## config.mk

```make
export PLATFORM = sky130hd
export DESIGN_NAME = icb_mux_arb5
export DESIGN_NICKNAME = d
export VERILOG_FILES = /design/src/rtl/icb_arb_pkg.sv /design/src/rtl/rr_pick5.sv /design/src/rtl/icb_mux_arb5.sv
export SDC_FILE = /design/constraint.sdc
export NUM_CORES = 1
export LEC_CHECK = 0
export ABC_CLOCK_PERIOD_IN_PS = 4200
export BUFFER_PORTS_ARGS = -buffer_cell sky130_fd_sc_hd__buf_2
export CORE_MARGIN = 3
export CORE_UTILIZATION = 59
export DETAILED_ROUTE_END_ITERATION = 7
export PLACE_DENSITY = 0.87
export SLEW_MARGIN = 20
export SYNTH_ARGS = -nofsm -noshare
export SYNTH_HDL_FRONTEND = slang
export SYNTH_SLANG_ARGS = --single-unit
```

## constraint.sdc

```tcl
create_clock -name clk -period 4.2 [get_ports clk]
set_clock_uncertainty 0.2 [all_clocks]
set_input_delay 0.21 -clock clk [delete_from_list [all_inputs] [get_ports clk]]
set_output_delay 0.21 -clock clk [all_outputs]
set_load 0.02 [all_outputs]
```

## src/rtl/icb_arb_pkg.sv

```systemverilog
// Shared definitions for the five-port ICB mux arbiter: port count, "no owner" select code,
// arbiter state encoding and the round-robin successor helper.
package icb_arb_pkg;

  localparam int NUM_SLV = 5;
  localparam logic [2:0] SEL_NONE = 3'd7;

  typedef enum logic [1:0] {
    ST_IDLE,
    ST_GRANT,
    ST_DRAIN
  } arb_state_t;

  function automatic logic [2:0] rr_next(input logic [2:0] cur);
    return (cur >= 3'(NUM_SLV - 1)) ? 3'd0 : cur + 3'd1;
  endfunction

endpackage

```

## src/rtl/rr_pick5.sv

```systemverilog
// Round-robin picker: first requester after last_owner, wrapping modulo 5; zero latency, no state.
// found is low and idx is SEL_NONE when nobody requests.
module rr_pick5
  import icb_arb_pkg::*;
(
  input  logic [4:0] req,
  input  logic [2:0] last_owner,
  output logic [2:0] idx,
  output logic       found
);

  logic [2:0] cand;

  always_comb begin
    idx   = SEL_NONE;
    found = 1'b0;
    cand  = rr_next(last_owner);
    for (int i = 0; i < NUM_SLV; i++) begin
      if (!found && req[cand]) begin
        idx   = cand;
        found = 1'b1;
      end
      cand = rr_next(cand);
    end
  end

endmodule

```

## src/rtl/icb_mux_arb5.sv

```systemverilog
// Tenure arbiter for a 5:1 ICB mux: one cycle from request to grant, quota-bounded tenures,
// cmd gated combinationally by a registered open flag while responses/write beats are in flight.
module icb_mux_arb5
  import icb_arb_pkg::*;
#(
  parameter int QUANTUM = 4,
  parameter int MAX_OST = 4
) (
  input  logic       clk,
  input  logic       rst,
  input  logic [4:0] req,
  input  logic       mux_cmd_valid,
  input  logic       mux_cmd_read,
  input  logic       bus_cmd_ready,
  output logic       bus_cmd_valid,
  output logic       mux_cmd_ready,
  input  logic       w_valid,
  input  logic       w_ready,
  input  logic       rsp_valid,
  input  logic       rsp_ready,
  output logic [2:0] sel,
  output logic [4:0] gnt_oh,
  output logic       busy,
  output logic       err_unexp_rsp
);

  localparam logic [3:0] QUANTUM_C = 4'(QUANTUM);
  localparam logic [3:0] MAX_OST_C = 4'(MAX_OST);

  arb_state_t state, state_nxt;
  logic [2:0] owner, owner_nxt, last_owner, last_owner_nxt;
  logic [3:0] ost, ost_nxt, wr_pend, wr_pend_nxt, quota, quota_nxt;
  logic       cmd_open, cmd_hs, rsp_hs, w_hs, wr_inc, err_nxt;
  logic [2:0] pick_idx;
  logic       pick_found;

  rr_pick5 u_pick (
    .req        (req),
    .last_owner (last_owner),
    .idx        (pick_idx),
    .found      (pick_found)
  );

  assign bus_cmd_valid = mux_cmd_valid & cmd_open;
  assign mux_cmd_ready = bus_cmd_ready & cmd_open;
  assign cmd_hs        = bus_cmd_valid & bus_cmd_ready;
  assign rsp_hs        = rsp_valid & rsp_ready;
  assign w_hs          = w_valid & w_ready;
  assign wr_inc        = cmd_hs & ~mux_cmd_read;

  always_comb begin
    state_nxt      = state;
    owner_nxt      = owner;
    last_owner_nxt = last_owner;
    quota_nxt      = quota;
    case (state)
      ST_IDLE: begin
        if (pick_found) begin
          state_nxt = ST_GRANT;
          owner_nxt = pick_idx;
        end
      end
      ST_GRANT: begin
        if (cmd_hs) begin
          quota_nxt = quota + 4'd1;
          if (quota_nxt == QUANTUM_C) state_nxt = ST_DRAIN;
        end else if (!req[owner]) begin
          state_nxt = ST_DRAIN;
        end
      end
      ST_DRAIN: begin
        // sel stays on the owner until every response and write beat has been seen
        if (ost == 4'd0 && wr_pend == 4'd0) begin
          state_nxt      = ST_IDLE;
          last_owner_nxt = owner;
          quota_nxt      = 4'd0;
        end
      end
      default: state_nxt = ST_IDLE;
    endcase
  end

  always_comb begin
    ost_nxt     = ost;
    wr_pend_nxt = wr_pend;
    err_nxt     = 1'b0;
    if (cmd_hs && !rsp_hs) begin
      ost_nxt = ost + 4'd1;
    end else if (rsp_hs && !cmd_hs) begin
      if (ost == 4'd0) err_nxt = 1'b1;
      else             ost_nxt = ost - 4'd1;
    end
    if (wr_inc && !w_hs) begin
      wr_pend_nxt = wr_pend + 4'd1;
    end else if (w_hs && !wr_inc && wr_pend != 4'd0) begin
      wr_pend_nxt = wr_pend - 4'd1;
    end
  end

  always_ff @(posedge clk) begin
    if (rst) begin
      state         <= ST_IDLE;
      owner         <= 3'd0;
      last_owner    <= 3'(NUM_SLV - 1);
      quota         <= 4'd0;
      ost           <= 4'd0;
      wr_pend       <= 4'd0;
      cmd_open      <= 1'b0;
      sel           <= SEL_NONE;
      gnt_oh        <= 5'd0;
      busy          <= 1'b0;
      err_unexp_rsp <= 1'b0;
    end else begin
      state         <= state_nxt;
      owner         <= owner_nxt;
      last_owner    <= last_owner_nxt;
      quota         <= quota_nxt;
      ost           <= ost_nxt;
      wr_pend       <= wr_pend_nxt;
      cmd_open      <= (state_nxt == ST_GRANT) && (ost_nxt < MAX_OST_C) && (wr_pend_nxt < MAX_OST_C);
      sel           <= (state_nxt == ST_IDLE) ? SEL_NONE : owner_nxt;
      gnt_oh        <= (state_nxt == ST_IDLE) ? 5'd0 : (5'd1 << owner_nxt);
      busy          <= (state_nxt != ST_IDLE);
      err_unexp_rsp <= err_nxt;
    end
  end

endmodule

```

After elaboration in Yosys (flattened, before gate mapping)
Cells that the tools add are included.
{"block": "totals", "regBits": 31, "latchBits": 0, "ramBits": 0, "rom_bits": 0, "input_bits": 14, "out_inout_bits": 12, "word_cells": 124, "mem_count": 0}
{"block": "classes", "add_sub_neg": 10, "n_mul": 0, "div_mod_pow": 0, "n_lt_le_gt_ge": 13, "n_eq_ne": 6, "shift": 1, "n_mux": 44, "n_bitwise": 8, "n_reduce_logical": 31}
{"operator": "$mux 3", "count": 12}
{"operator": "$mux 4", "count": 7}
{"operator": "$lt 3x4->1 const B", "count": 6}
{"operator": "$bmux 1 s3", "count": 6}
{"operator": "$add 3x1->3 const B", "count": 5}
{"operator": "$ge 3x3->1 const B", "count": 5}
{"operator": "$add 4x1->4 const B", "count": 3}
{"operator": "$logic_and 1x1->1", "count": 12}
{"operator": "$mux 1", "count": 12}
{"operator": "$mux 2", "count": 5}
{"operator": "$logic_not 1->1", "count": 8}
{"operator": "$logic_not 4->1", "count": 2}
{"operator": "$lt 4x3->1 const B", "count": 2}
{"operator": "$pmux 4 s2", "count": 1}
{"operator": "$sub 4x1->4 const B", "count": 2}
{"operator": "$and 1x1->1", "count": 6}
{"operator": "$pmux 2 s3", "count": 1}
{"operator": "$shl 1x3->5 const A", "count": 1}
{"operator": "$eq 2x1->1 const B", "count": 2}
{"operator": "$eq 4x3->1 const B", "count": 1}
{"operator": "$logic_not 2->1", "count": 2}
{"operator": "$ne 2x2->1 const B", "count": 2}
{"operator": "$reduce_bool 2->1", "count": 2}
{"operator": "$reduce_bool 4->1", "count": 1}
{"operator": "other kinds (6)", "count": 7}

Longest topological paths before layout
Gate-level depths: netlist of the first run.
{"block": "logic_depth", "depth_word": 22, "ltp_mapped": 15, "ltp_nobuf": 13}

Cells and area by module
Synthesis of the first run repeated with hierarchy kept, for this count alone.
{"block": "hier_totals", "hier_cells": 278, "area_unflattened_um2": 2298.5}
{"mod": "icb_mux_arb5", "instances": 1, "cells_each": 172, "area_each_um2": 1565.3, "seq_area_each_um2": 620.6}
{"mod": "rr_pick5", "instances": 1, "cells_each": 106, "area_each_um2": 733.2, "seq_area_each_um2": 0.0}

Worst setup path before layout of the first run
Ideal clock, no wire load.
{"block": "synth_path", "kind": "register to register", "from": "register last_owner[0]", "to": "register gnt_oh[2]", "setup_ns": 0.116, "arrival_time_ns": 3.127, "t_required_ns": 3.884, "path_slack_ns": 0.757, "path_stages_with_launch": 15, "path_buffers": 2, "period_less_slack_ns": 3.443, "path_cell_list": "dfxtp_1 > ha_1 > buf_6 > and2b_1 > nor2_1 > inv_1 > ha_1 > buf_2 > xnor2_1 > a32o_1 > and2_1 > o311a_1 > a211o_1 > a32o_2 > and3b_1"}
{"block": "synth_between", "elab_chain_len": 21, "word_cells_on_any_way": 50, "cone_classes": "add/sub: 5; order compare: 5; shift: 1; mux: 29; reduce/logical: 10"}
{"element": "start: declaration", "line": "icb_mux_arb5.sv:31", "text": "logic [2:0] owner, owner_nxt, last_owner, last_owner_nxt;"}
{"element": "start signal: assignment", "line": "icb_mux_arb5.sv:104", "text": "last_owner <= 3'(NUM_SLV - 1);"}
{"element": "start signal: assignment", "line": "icb_mux_arb5.sv:116", "text": "last_owner <= last_owner_nxt;"}
{"element": "$add 3x1->3 or $ge 3x3->1 (tied branches)", "line": "icb_arb_pkg.sv:15", "text": "return (cur >= 3'(NUM_SLV - 1)) ? 3'd0 : cur + 3'd1;"}
{"element": "$mux 3 *", "line": "icb_arb_pkg.sv:15"}
{"element": "parallel branches: the longest is 19 deep, another holds $add 3x1->3"}
{"element": "end signal: assignment", "line": "icb_mux_arb5.sv:122", "text": "gnt_oh <= (state_nxt == ST_IDLE) ? 5'd0 : (5'd1 << owner_nxt);"}
{"element": "end: declaration", "line": "icb_mux_arb5.sv:22", "text": "output logic [4:0] gnt_oh,"}
Mark *: on every way between the ends. The select of a mux whose other input is x is not followed.
A chain may end at the register's enable or synchronous reset.

Worst setup path in the final report of the first run
{"block": "layout_path", "from": "register last_owner[1]", "to": "register gnt_oh[4]"}
The elaborated chain is that of the path after synthesis.

==> metrics.cfg, run 1 <==
[clock_tree]
cts_sinks=31
root_buffer=clkbuf_8
cts_made_buffers=5
cts_tree=done
clk_latency_ns=0.28
cts_max_level=2
clock_tree.buffer_depth=2
cts_setup_buffers=0
postCtsHoldBufs=0
ctsResizeCount=0
clk_transition_reported_paths_ns=0.07

[critical_path]
cp_slowest_stage_delay_ns=0.44
required_ns=4.19
worstPathArrival_ns=3.83
critPathKind=flip-flop to flip-flop
ff2ff_path_depth=13
critPathLaunchType=flip-flop
slowest_stage=dfxtp_2
crit_path_frequent_cell=ha_1
path_max_fanout=12
crit_chain=ha_1, and2b_1, nor2_1, inv_1, ha_1, buf_4, o211a_1, o31a_1, a211oi_2, nand3_1, a311oi_1, o31ai_2, nor4b_1
cp-end-kind=flip-flop

[yosys]
synth_edf_count=0
synthTopCellsByArea=dfxtp_1 26%, nor2_1 6.2%, ha_1 5.9%, a21oi_1 4.0%, nand2_1 3.7%
syn-num-nets=331
mappedNetlistArea_mm2=0.00235
synthAdderAreaFrac_pct=5.86
syn-instance-count=306
seq_area_frac_synth_pct=26.4
synth_common_cells=39 x nor2_1, 31 x dfxtp_1, 23 x nand2_1
synth_mux_area_share_pct=3.94
synth_top_family_by_area=compound AO/OA/AOI/OAI gates
avgSynthCellArea_um2=7.67
ys_types=66
async_flop_share_pct=0
yosys.area.top_type_share_pct=26.4
yosysTopAreaCell=dfxtp_1
ys.flop_type=dfxtp_1
synth_xor_area_share_pct=1.49
synth_compound_area_share_pct=28.2
yosysWarnings=0
yosys.area_share.simple_pct=27.5
ys_seq_elements=31
synth.most_common_cell=nor2_1

[global_routing]
grt-ovfl-total=0
grt_use_total_pct=23.8
grt_start_max_net_pins=23
antenna_found_initial=0
grt_pass1_wl_um=9670
grt_pass1_vias=2160

[timing]
hold_ws_ns=0.132
finalSetupTns_ns=0
setup_viol=0
min_period_ns=3.84
post-route-period-util_pct=91.5
fmax_ghz=0.260
rsz0062_at_grt=no
max_slew_margin_pct=53.9
drv_slew=0
worstMarginPinSlew_ns=0.690
finalHoldViolations=0

[route]
via_per_inst=6.37
wire_per_inst_um=15.5
postRouteAntennaNets=0
dr.pass1.iters=5
dr_wl_met3_um=371
vias=2381
drt_iter0_drc=358
route.met2.wl_um=2880
drc_errors=0
wl_met1_um=2370
routed.top_layer=met4
drt-total-wl_um=5790

[floorplan]
ios=26
initial_utilization_pct=62.7
die_h_um=69.1
rows=22
core_mm2=0.00374
dieArea_mm2=0.00477
die-width_um=69.1

[power]
pwr-share-comb_pct=41.3
p_sw_share_pct=37.7
p_per_area_mw_per_mm2=451
power_mw=1.17
power.share.sequential_pct=32.7
p_leak_nw=1.11
p_int_mw=0.729
p_switching_mw=0.441
p_clk_share_pct=26.0
power.ir.vdd_worst_uv=385

[worst_hold_path]
min_path_cells=2
min_path_type=input port to flip-flop

[layout]
area_delta_synth_final_pct=10.4
stdcell_count=374
final_nets=350
num_antenna_cells=0
layout-drive-gt1-share_pct=14.4

[placement]
dp_cells=366
hpwl_um=4190
io_buffers=25
gp_congestion=0.972

[run_status]
status=finished, final reports clean

[run]
maxCapViolations=0

through the flow:
stage | cell area (µm²) | util, % | setup WS [ns]
3_5_place_dp | 2470 | 66.1 | 0.307
5_1_grt | 2590 | 69.3 | 0.0653
2_1_floorplan | 2350 | - | 0.757
4_1_cts | 2590 | 69.2 | 0.285
3_3_place_gp | 2470 | 66.1 | 0.438
6_report | 2590 | 69.3 | 0.355
cells by family after synthesis:
family | Yosys count
buf+inv | 35
flops | 31
simple gates | 127
compound gates | 90
fa+ha+maj | 11
mux | 8
xor+xnor | 4
flip-flops by register name, summed over array words and instances (netlist names), 2 cells and up:
signal      count
gnt_oh          5
last_owner      3
ost             4
owner           3
quota           4
sel             3
state           2
wr_pend         4
worst max-delay path: cells and delay by family (launching register included):
family	cells	cell delay, ns
AOI/OAI and AO/OA	5	1.43
and+or+nand+nor	4	0.87
DFF	1	0.44
adders and majority gates	2	0.51
buffers and inverters	2	0.31
worst paths after layout:
kind                              start  slack, ns                          to
min reg2reg       quota[2]$_SDFFE_PP0P_       0.32       quota[2]$_SDFFE_PP0P_
max          last_owner[1]$_SDFFE_PP0P_       0.36        gnt_oh[4]$_SDFF_PP0_
max reg2reg  last_owner[1]$_SDFFE_PP0P_       0.36        gnt_oh[4]$_SDFF_PP0_
min                                 rst       0.13  last_owner[1]$_SDFFE_PP0P_
routing by layer:
metal	vias up	GRT usage (%)
li1	1157	-
met1	1084	28.1
met2	114	42.4
met3	26	2.92
met4	0	10.8
met5	-	0
power groups by stage:
| stage | clock network [mW] | registers (mW) | logic (mW) |
|---|---|---|---|
| global route | 0.318 | 0.392 | 0.525 |
| floorplan | 0 | 0.402 | 0.344 |
| global placement | 0 | 0.387 | 0.466 |
| finish | 0.304 | 0.383 | 0.483 |
| detailed placement | 0 | 0.389 | 0.472 |
| CTS | 0.308 | 0.383 | 0.478 |
layout by cell type (no fill, tap or decap), types with 8 or more instances in the layout:
cell type / count
a21oi_1: 19
buf_2: 25
dfxtp_1: 30
ha_1: 11
inv_1: 19
nand2_1: 23
nand2b_1: 12
nor2_1: 39
nor2b_1: 8
nor3_1: 9
o21ai_0: 16
area by class of cell:
cell class,instances,area (µm²)
clock buffer,6,82.6
inverter,19,71.3
clock inverter,2,35.0
tap,48,60.1
multi-input combinational,240,1570
sequential,31,622
timing repair buffer,28,148
fill,322,1150
No activity file was read; power rests on OpenSTA's default activity.
==> run 2, diff against run 1 <==
CELL_PAD_IN_SITES_DETAIL_PLACEMENT = 0   (was not set)
CELL_PAD_IN_SITES_GLOBAL_PLACEMENT = 2   (was not set)
CORE_UTILIZATION = 34   (was 59)
PLACE_DENSITY = 0.86   (was 0.87)
SLEW_MARGIN = not set   (was 20)
==> metrics.cfg, run 2 (same netlist as run 1, synthesis figures left out) <==
[critical_path]
crit_chain=ha_1, and2b_1, nor2_1, inv_1, ha_1, nand2b_1, mux2i_1, o31a_1, a211oi_2, nand3_1, a311oi_2, o31ai_4, nor4b_1
slowest_stage=dfxtp_2
critPathLaunchType=flip-flop
crit_path_start=last_owner[1]$_SDFFE_PP0P_
path_max_fanout=12
critPathKind=flip-flop to flip-flop
crit_path_frequent_cell=ha_1
regToRegStartpoint=last_owner[1]$_SDFFE_PP0P_
cp_slowest_stage_delay_ns=0.44
worstPathArrival_ns=3.82
required_ns=4.18
cp-end-kind=flip-flop

[layout]
largest_register_ffs=5
layout-drive-gt1-share_pct=14.4
fillers=698
multiInputGateArea_mm2=0.00160
layout_commonest_cell=nor2_1
finalCoreUtilization_pct=40.0
area_delta_synth_final_pct=11.3
mostFrequentLayoutCells=39 x nor2_1, 30 x dfxtp_1, 25 x buf_2
stdcell_count=403
num_antenna_cells=0
regMostFlops=gnt_oh
final_nets=350
seq_area_um2=622

[route]
via_per_inst=5.70
drc_errors=0
wire_per_inst_um=15.4
postRouteAntennaNets=0
drt_iter0_drc=196
vias=2297
dr.pass1.iters=5
drt-total-wl_um=6190

[global_routing]
grt_use_total_pct=16.9
grt_pass1_vias=2181
grt_pass1_wl_um=10700
grt_start_max_net_pins=23
grt-ovfl-total=0
antenna_found_initial=0

[clock_tree]
cts_sinks=31
clock_tree.buffer_depth=2
clk_transition_reported_paths_ns=0.07
postCtsHoldBufs=0
cts_setup_buffers=0
cts_max_level=2
cts_made_buffers=5
clk_latency_ns=0.28
cts_tree=done
root_buffer=clkbuf_8

[placement]
dp_cells=395
io_buffers=25
hpwl_um=4550
gp_congestion=0.925

[floorplan]
rows=29
core_mm2=0.00653
dieArea_mm2=0.00794
initial_utilization_pct=36.0
die_h_um=89.1
die-width_um=89.1
ios=26

[timing]
max_slew_margin_pct=60.6
min_period_ns=3.83
fmax_ghz=0.261
post-route-period-util_pct=91.3
rsz0062_at_grt=no
finalHoldViolations=0
worstMarginPinSlew_ns=0.587
setup_viol=0
finalSetupTns_ns=0
drv_slew=0
hold_ws_ns=0.150

[power]
power_mw=1.11
p_per_area_mw_per_mm2=423
power.ir.vdd_worst_uv=283
p_leak_nw=1.10

[worst_hold_path]
min_path_type=input port to flip-flop
hold_start=rst

[run]
maxCapViolations=0

[run_status]
status=finished, final reports clean

run 2: critical path, delay by kind of cell, from the launching register on:
kind | cells | cell delay, ns
muxes | 1 | 0.15
adders and majority gates | 2 | 0.56
and+or+nand+nor | 5 | 1.12
AOI/OAI and AO/OA | 4 | 1.15
DFF | 1 | 0.44
buffers and inverters | 1 | 0.12
run 2: report_power, final:
group	internal (mW)	leakage [nW]	switching, mW	total (mW)
logic	0.199	0.801	0.303	0.502
clock network	0.116	0.0422	0.108	0.224
registers	0.343	0.254	0.0384	0.381
total	0.658	1.10	0.449	1.11
run 2: final cells by class:
| cell class | count | share of cell area, % |
|---|---|---|
| Sequential cell | 31 | 23.8 |
| Timing Repair Buffer | 28 | 5.65 |
| Multi-Input combinational cell | 240 | 61.1 |
| Tap cell | 77 | 3.68 |
| Clock buffer | 7 | 2.92 |
| Inverter | 19 | 2.73 |
| Clock inverter | 1 | 0.191 |
run 2: what timing repair did:
action,CTS,global route
resized for setup,0,4
hold endpoints to repair,0,0
setup endpoints to repair,0,7
run 2: worst paths after layout:
kind / end / slack [ns] / cells after the start
min: ost[2]$_SDFF_PP0_ / 0.15 / 2
max: gnt_oh[4]$_SDFF_PP0_ / 0.37 / 13
min reg2reg: quota[2]$_SDFFE_PP0P_ / 0.32 / 2
max reg2reg: gnt_oh[4]$_SDFF_PP0_ / 0.37 / 13
run 2: metal layers:
| metal | vias up | share of wire, % | global-route usage [%] |
|---|---|---|---|
| met3 | 9 | 4.9 | 2.49 |
| met5 | - | 0 | 0 |
| li1 | 1145 | - | - |
| met4 | 0 | 1.3 | 4.19 |
| met1 | 1081 | 48 | 24.7 |
| met2 | 62 | 46 | 26.1 |
run 2: metrics by stage:
step	setup WS (ns)	instance area, µm²
2_1_floorplan	0.757	2350
3_3_place_gp	0.385	2510
3_5_place_dp	0.310	2510
4_1_cts	0.266	2590
5_1_grt	0.0126	2620
6_report	0.365	2620
